<file path="config.mk">
export PLATFORM = sky130hd
export DESIGN_NAME = fb_port_arbiter
export DESIGN_NICKNAME = d
export VERILOG_FILES = /design/src/rtl/fb_port_arbiter.sv
export SDC_FILE = /design/constraint.sdc
export NUM_CORES = 1
export LEC_CHECK = 0
export BUFFER_PORTS_ARGS = -buffer_cell sky130_fd_sc_hd__buf_2
export CAP_MARGIN = 15
export CORE_ASPECT_RATIO = 0.75
export CORE_MARGIN = 8
export CORE_UTILIZATION = 30
export CTS_BUF_LIST = sky130_fd_sc_hd__clkbuf_8
export DETAILED_ROUTE_END_ITERATION = 10
export GPL_TIMING_DRIVEN = 1
export PLACE_DENSITY = 0.53
export SLEW_MARGIN = 25
export SYNTH_ARGS = -nofsm -noshare
export SYNTH_HDL_FRONTEND = slang
export SYNTH_SLANG_ARGS = --single-unit
</file>
<file path="constraint.sdc">
create_clock -name Clk -period 2.6 [get_ports Clk]
set_input_delay 0.39 -clock Clk [delete_from_list [all_inputs] [get_ports Clk]]
set_output_delay 0.39 -clock Clk [all_outputs]
set_load 0.01 [all_outputs]
</file>
<file path="src/rtl/fb_port_arbiter.sv">
// ----------------------------------------------------------------------------
// fb_port_arbiter
//   Owns the single-port frame-buffer SRAM and the front/back buffer swap.
//   Display readout and drawing-engine pixel writes share the SRAM port, one
//   access per cycle. Reads always win. A write grant is signalled back to the
//   drawing engine on wr_en in the same cycle, and the engine uses it as its
//   per-pixel advance strobe. The displayed (front) buffer only flips on a
//   frame-clock rising edge after the drawing engine has finished the frame,
//   so a partially drawn frame is never shown.
//
// Ports
//   Clk, Reset        system clock, synchronous active-high reset
//   frame_clk_edge    {prev,cur} frame clock sample, 2'b01 marks a frame start
//   draw_req          engine presents draw_x/draw_y/draw_color
//   draw_done         engine has finished the current frame (level)
//   wr_en             combinational write grant / pixel advance strobe
//   rd_req,rd_x,rd_y  single-pixel readout request
//   rd_valid,rd_data  readout result, two cycles after rd_req
//   sram_*            registered SRAM address/strobe/data, sram_rdata is
//                     valid one cycle after sram_addr
//   buffer_using      front buffer index; draws go to the other buffer
//   swap_skipped      one-cycle pulse, the cycle after a frame edge arrived
//                     while the frame was still being drawn
// ----------------------------------------------------------------------------
module fb_port_arbiter #(
  parameter int FB_W   = 320,
  parameter int FB_H   = 240,
  parameter int ADDR_W = 18,
  parameter int DATA_W = 8
) (
  input  logic              Clk,
  input  logic              Reset,
  input  logic [1:0]        frame_clk_edge,
  input  logic              draw_req,
  input  logic [9:0]        draw_x,
  input  logic [9:0]        draw_y,
  input  logic [DATA_W-1:0] draw_color,
  input  logic              draw_done,
  output logic              wr_en,
  input  logic              rd_req,
  input  logic [9:0]        rd_x,
  input  logic [9:0]        rd_y,
  output logic              rd_valid,
  output logic [DATA_W-1:0] rd_data,
  output logic [ADDR_W-1:0] sram_addr,
  output logic              sram_we,
  output logic [DATA_W-1:0] sram_wdata,
  input  logic [DATA_W-1:0] sram_rdata,
  output logic              buffer_using,
  output logic              swap_skipped
);

  typedef enum logic [1:0] {
    IDLE = 2'd0,
    DRAW = 2'd1,
    DONE = 2'd2
  } state_t;

  localparam logic [ADDR_W-1:0] FRAME_WORDS = ADDR_W'(FB_W * FB_H);
  localparam logic [9:0]        FB_W_C      = 10'(FB_W);
  localparam logic [9:0]        FB_H_C      = 10'(FB_H);

  state_t              state_q, state_d;
  logic                buffer_q, buffer_d;
  logic                skip_q, skip_d;
  logic [ADDR_W-1:0]   addr_q, addr_d;
  logic                we_q, we_d;
  logic [DATA_W-1:0]   wdata_q, wdata_d;
  logic                rdStage1_q, rdStage1_d;
  logic                rdOor1_q, rdOor1_d;
  logic                rdValid_q;
  logic                rdOor2_q;

  logic                frameStart;
  logic                writeGrant;
  logic                drawInRange;
  logic                readInRange;

  // Buffer base plus y*320 written as (y<<8)+(y<<6), which keeps the row
  // offset multiplier-free; only valid because FB_W is fixed at 320.
  function automatic logic [ADDR_W-1:0] pixelAddr(input logic bufSel,
                                                  input logic [9:0] x,
                                                  input logic [9:0] y);
    logic [ADDR_W-1:0] base;
    logic [ADDR_W-1:0] yExt;
    logic [ADDR_W-1:0] xExt;
    base = bufSel ? FRAME_WORDS : '0;
    yExt = ADDR_W'(y);
    xExt = ADDR_W'(x);
    return base + (yExt << 8) + (yExt << 6) + xExt;
  endfunction

  assign frameStart  = (frame_clk_edge == 2'b01);
  assign drawInRange = (draw_x < FB_W_C) && (draw_y < FB_H_C);
  assign readInRange = (rd_x < FB_W_C) && (rd_y < FB_H_C);

  // Write grant is only possible while actively drawing and when the display
  // is not using the port this cycle. It is forced low during Reset so the
  // engine never advances on a pixel that the reset is about to discard.
  assign writeGrant = !Reset && !rd_req && (state_q == DRAW) && draw_req;
  assign wr_en      = writeGrant;

  // Frame sequencing. A frame edge flips the buffers only when the frame is
  // known complete, either already latched in DONE or signalled by draw_done
  // in the very same cycle as the edge.
  always_comb begin
    state_d  = state_q;
    buffer_d = buffer_q;
    skip_d   = 1'b0;
    case (state_q)
      IDLE: begin
        if (frameStart) begin
          state_d = DRAW;
        end
      end
      DRAW: begin
        if (frameStart) begin
          if (draw_done) begin
            buffer_d = ~buffer_q;
          end else begin
            skip_d = 1'b1;
          end
        end else if (draw_done) begin
          state_d = DONE;
        end
      end
      DONE: begin
        if (frameStart) begin
          state_d  = DRAW;
          buffer_d = ~buffer_q;
        end
      end
      default: begin
        state_d = IDLE;
      end
    endcase
  end

  // Port arbitration. A clipped pixel is still granted so the engine moves
  // on, but it never reaches the SRAM. The address register holds its value
  // on idle cycles to avoid needless toggling on the SRAM bus.
  always_comb begin
    addr_d     = addr_q;
    we_d       = 1'b0;
    wdata_d    = wdata_q;
    rdStage1_d = rd_req;
    rdOor1_d   = !readInRange;
    if (rd_req) begin
      addr_d = pixelAddr(buffer_q, rd_x, rd_y);
    end else if (writeGrant && drawInRange) begin
      addr_d  = pixelAddr(~buffer_q, draw_x, draw_y);
      wdata_d = draw_color;
      we_d    = 1'b1;
    end
  end

  // All state registers. The read tracker is two stages deep: one for the
  // address register and one for the SRAM's own read latency.
  always_ff @(posedge Clk) begin
    if (Reset) begin
      state_q    <= IDLE;
      buffer_q   <= 1'b0;
      skip_q     <= 1'b0;
      addr_q     <= '0;
      we_q       <= 1'b0;
      wdata_q    <= '0;
      rdStage1_q <= 1'b0;
      rdOor1_q   <= 1'b0;
      rdValid_q  <= 1'b0;
      rdOor2_q   <= 1'b0;
    end else begin
      state_q    <= state_d;
      buffer_q   <= buffer_d;
      skip_q     <= skip_d;
      addr_q     <= addr_d;
      we_q       <= we_d;
      wdata_q    <= wdata_d;
      rdStage1_q <= rdStage1_d;
      rdOor1_q   <= rdOor1_d;
      rdValid_q  <= rdStage1_q;
      rdOor2_q   <= rdOor1_q;
    end
  end

  assign sram_addr    = addr_q;
  assign sram_we      = we_q;
  assign sram_wdata   = wdata_q;
  assign buffer_using = buffer_q;
  assign swap_skipped = skip_q;
  assign rd_valid     = rdValid_q;
  // Out-of-range reads still return a beat, but with a zero pixel rather
  // than whatever the wrapped address happened to hold.
  assign rd_data      = (rdValid_q && !rdOor2_q) ? sram_rdata : '0;

endmodule

</file>
**Word level (Yosys, flattened, before mapping)**

Cells that the tools add are included.

- Bits in registers: 35
- Output and inout port bits: 39

- Add/sub/neg operators: 6
- Magnitude comparators: 4
- Equal/unequal tests: 8
- Muxes and demuxes: 15
- Bitwise gates (word level): 4
- Reductions and logical operators: 20

Operators with widths:

| cell | count |
|---|---|
| adder 17 x 18 -> 18 bit | 2 |
| adder 18 x 10 -> 18 bit | 2 |
| adder 18 x 16 -> 18 bit | 2 |
| 2-to-1 mux 18 bit | 2 |
| 2-to-1 mux 17 bit | 2 |
| < comparator 10 x 8 -> 1 bit, second input constant | 2 |
| < comparator 10 x 9 -> 1 bit, second input constant | 2 |
| 2-to-1 mux 8 bit | 1 |
| inequality test 2 bit, second input constant | 4 |
| logical AND 1 bit | 7 |
| 2-to-1 mux 2 bit | 3 |
| 2-to-1 mux 1 bit | 5 |
| equality test 2 x 1 -> 1 bit, second input constant | 2 |
| zero test 1 bit | 4 |
| NOT 1 bit | 4 |
| case mux 2 bit (2 select lines) | 1 |
| AND reduction 4 bit | 1 |
| nonzero test 2 bit | 2 |
| OR reduction 2 bit | 2 |
| AND reduction 3 bit | 1 |
| OR reduction 3 bit | 1 |
| equality test 2 bit, second input constant | 1 |
| zero test 2 bit | 1 |
| inequality test 2 x 1 -> 1 bit, second input constant | 1 |
| 2 further kinds | 2 |

**Logic depth before layout (Yosys ltp)**

- Depth in word-level cells: 7
- Mapped depth: 9

**Worst setup path after synthesis**

No wires, ideal clock.

- Path type: input-to-reg
- From: in rd_x[8]
- To: reg addr_q[17], in the netlist sram_addr[17]
- Arrival: 2.643 ns
- Data required time: 2.505 ns
- Path slack: -0.139 ns
- Cell stages on the path: 9
- Path buffers: 0
- Path through: inv_1 > fa_1 > inv_1 > fa_1 > a211oi_1 > o211ai_1 > a32oi_1 > mux2_2 > a221oi_1

- Word-level cells in the longest chain between the ends: 2

RTL lines:

| element | RTL line | RTL |
|---|---|---|
| start, declared | 41 | `input logic [9:0] rd_x,` |
| adder 18 x 10 -> 18 bit | 90 | `return base + (yExt << 8) + (yExt << 6) + xExt;` |
| 2-to-1 mux 18 bit | 148 | `if (rd_req) begin` |
| end signal, assigned | 175 | `addr_q <= addr_d;` |
| end, declared | 66 | `logic [ADDR_W-1:0] addr_q, addr_d;` |

Every way passes these cells.
A chain may end at the register's enable or synchronous reset.

**Worst setup path after layout**

- From: in rd_y[2]
- To: reg addr_q[17], in the netlist sram_addr[17]

- Word-level cells in the longest chain between the ends: 4

RTL lines:

| element | RTL line | RTL |
|---|---|---|
| start, declared | 42 | `input logic [9:0] rd_y,` |
| adder 17 x 18 -> 18 bit | 90 |  |
| adder 18 x 16 -> 18 bit (*) | 90 |  |
| adder 18 x 10 -> 18 bit (*) | 90 |  |
| 2-to-1 mux 18 bit (*) | 148 |  |

Mark *: on every way between the ends. The rest lies on a longest branch, timed or not.

==> run summary <==
Global-route wire length before repair -> 13.8 mm
Vias/cell -> 4.87
Final cell count without fillers -> 575
CP top delay family -> compound AO/OA/AOI/OAI gates
Largest net degree at the start of global routing -> 32
Die Span X -> 126 um
Dpl ws -> -0.266 ns
Core box area -> 8970 sq um
Antenna viol nets, final -> 0
Max clock buf depth -> 2
Relative slew slack -> 66.1%
Avg Cell Area, Syn -> 8.39 sq um
Setup CP Type -> primary input to register
Power Total -> 1.81 mW
Final wirelength -> 8.45 mm
Peak supply drop -> 0.000170 V
Syn_nets -> 434
Post-DR wirelength/cell -> 14.7 um
Reg clk slew, reported paths -> 0.07 ns
Die height -> 98.8 um
CP peak stage delay -> 0.55 ns
Worst hold path type -> primary input to register
Yosys top cell area share -> 25.5%
Fin nets -> 569
CTS tree -> built
First-pass DRT Iterations -> 4
Synth Flop Type -> dfxtp_1
Setup crit start kind -> primary input
Port bufs -> 101
Fin util -> 42.3%
Async set or reset register ratio after synthesis -> 0%
Min Clock Period, post-route -> 2.51 ns
Fin area -> 3790 sq um
I/O pin total -> 102
Fill count -> 937
CP required -> 2.79 ns
# hold bufs at CTS -> 0
Synthesis-stage register bit count -> 35
Post-DP HPWL -> 7.11 mm
WP data arrival -> 2.71 ns
P_leak -> 1.86 nW
P&R area growth vs syn -> 38.3%
Area of the die -> 12,500 sq um
Clock skew -> 0.00733 ns
Worst path bufs/invs -> 3
PD cells -> 477 nW/um^2
Cells after DPL -> 564
Crit-path slowest cell -> fa_1
Vias in the first global route -> 2,771
Placed Area -> 3610 sq um
Area leader, netlist -> dfxtp_1
Iteration-0 DRC Markers -> 133
GRT overflow -> 0
H-tree Lvls -> 2
Max-cap viol count -> 0
Largest cells by area after synthesis -> dfxtp_1 26%, ha_1 15%, fa_1 8.8%
Antenna diodes -> 0
GRT Total Usage -> 13.3%
Initial antenna violation count -> 0
DR vias -> 2,798
GP Congestion -> 0.795
Post-synth EDFFs -> 0
Yosys cell types -> 49
Final setup viols -> 0
Worst Setup End Kind -> register
CP Cell Sequence -> buf_6 > inv_2 > fa_1 > inv_2 > fa_2 > a211oi_2 > o211ai_1 > a32oi_1 > mux2_4 > a221oi_2
DRC viols -> 0
Worst-margin pin slew -> 0.509 ns
Post-Syn Area -> 2740 sq um
# rows -> 30
Final WS setup -> 0.0867 ns
Post-Syn Instances -> 327
Setup TNS -> 0 ns
Period utilisation layout -> 96.7%
Outcome -> completed
Slew Viols, Final -> 0
Final hold vios -> 0
Yosys warning total -> 0
Skew-Pair Late Insertion Delay -> 0.28 ns
Fraction of layout cells with a size suffix above 1 -> 35.2%
Root Buffer -> clkbuf_8
Effective utilization at floorplan -> 30.6%
Max Freq -> 398 MHz
Hold slack -> 0.344 ns
Most common cell on crit path -> inv_2
# clock sinks -> 35
Critical path peak fanout -> 2
Sequential fraction of the synthesis area -> 25.5%
CTS Buf Count -> 5
cells in the final DEF, fill, tap and decap left out, drive strengths merged, types with 2 or more instances in the layout:
cell,count
o21bai,4
nor2b,3
nand4,4
ha,32
and2,10
a221oi,2
xor2,7
nand2,44
nand3,10
dfxtp,35
a21oi,22
o2111ai,3
fa,12
clkbuf,6
nor3,7
nor2,19
buf,139
a2111oi,2
o21ai,11
a31oi,3
a211oi,7
mux2i,3
nand2b,5
xnor2,8
a21o,3
inv,28
or3,2
nor3b,3
o22ai,3
a311oi,9
o211ai,2
power by group:
group / switching, mW / internal [mW] / leakage [nW]
sequential: 0.0162 / 0.570 / 0.288
clock: 0.191 / 0.310 / 0.0612
combinational: 0.375 / 0.347 / 1.51
total: 0.583 / 1.23 / 1.86
state kept, by name, summed over array words and instances, names as in the netlist:
name / flops
rd_valid: 1
buffer_using: 1
rdStage1_q: 1
state_q: 2
sram_wdata: 8
sram_addr: 18
sram_we: 1
rdOor2_q: 1
rdOor1_q: 1
swap_skipped: 1
cell families after synthesis:
logic type | count (synthesis) | synth area share [%]
AND/OR/NAND/NOR | 111 | 19.4
AO/OA/AOI/OAI | 79 | 19.7
buffers and inverters | 39 | 5.70
flip-flops | 35 | 25.5
XOR/XNOR | 15 | 4.79
multiplexers | 4 | 1.51
adder cells (fa/ha/maj) | 44 | 23.4
worst register-to-register path, cell delays in order (launching register included):
cell	delay, ns
dfxtp_1	0.34
buf_4	0.16
fa_1	0.43
ha_2	0.22
a211oi_2	0.25
o211ai_1	0.17
a32oi_1	0.28
mux2_4	0.33
a221oi_2	0.22
worst paths after layout:
check,start,end,slack [ns],cells after the start
worst max-delay path,rd_y[2],sram_addr[17],0.09,10
worst min-delay path,draw_color[4],sram_wdata[4],0.34,3
worst max register to register,buffer_using,sram_addr[17],0.12,8
worst min register to register,rdStage1_q,rd_valid,0.44,1
per-layer routing:
metal,up-vias,global-route usage (%),wire length [um],share of wire (%)
li1,1429,-,-,-
met1,1277,18.2,4180,49
met2,90,20.3,3610,43
met3,2,3.72,627,7.4
met4,0,2.49,36,0.43
met5,-,0,0,0
what timing repair did:
item	CTS	global route
setup endpoints to repair	1	1
buffers inserted	0	3
pin swaps	0	6
gates resized for setup	2	14
endpoints found under the hold margin	0	0
synth_stat cells, types with 3 or more instances:
library cell and n:
fa_1 12, a21oi_1 22, xnor2_1 8, ha_1 32, a311oi_1 9, xor2_1 7
o22ai_1 3, inv_1 28, a211oi_1 6, nand3_1 10, nor2b_1 3, nor2_1 19
nand4_1 4, o21bai_1 4, a21o_1 3, nand2_1 44, a31oi_1 3, clkbuf_1 7
dfxtp_1 35, nor3_1 7, and2_1 10, o2111ai_1 3, nand2b_1 5, o21ai_0 10
mux2i_1 3
final cells by class:
cell class | instances | area [sq um] | area share (%)
Timing Repair Buffer | 139 | 803 | 21.2
Inverter | 28 | 105 | 2.77
Tap cell | 112 | 140 | 3.69
Clock inverter | 2 | 35.0 | 0.923
Clock buffer | 6 | 82.6 | 2.18
Multi-Input combinational cell | 253 | 1930 | 50.8
Sequential cell | 35 | 701 | 18.5
(Power assumes the default switching activity.)
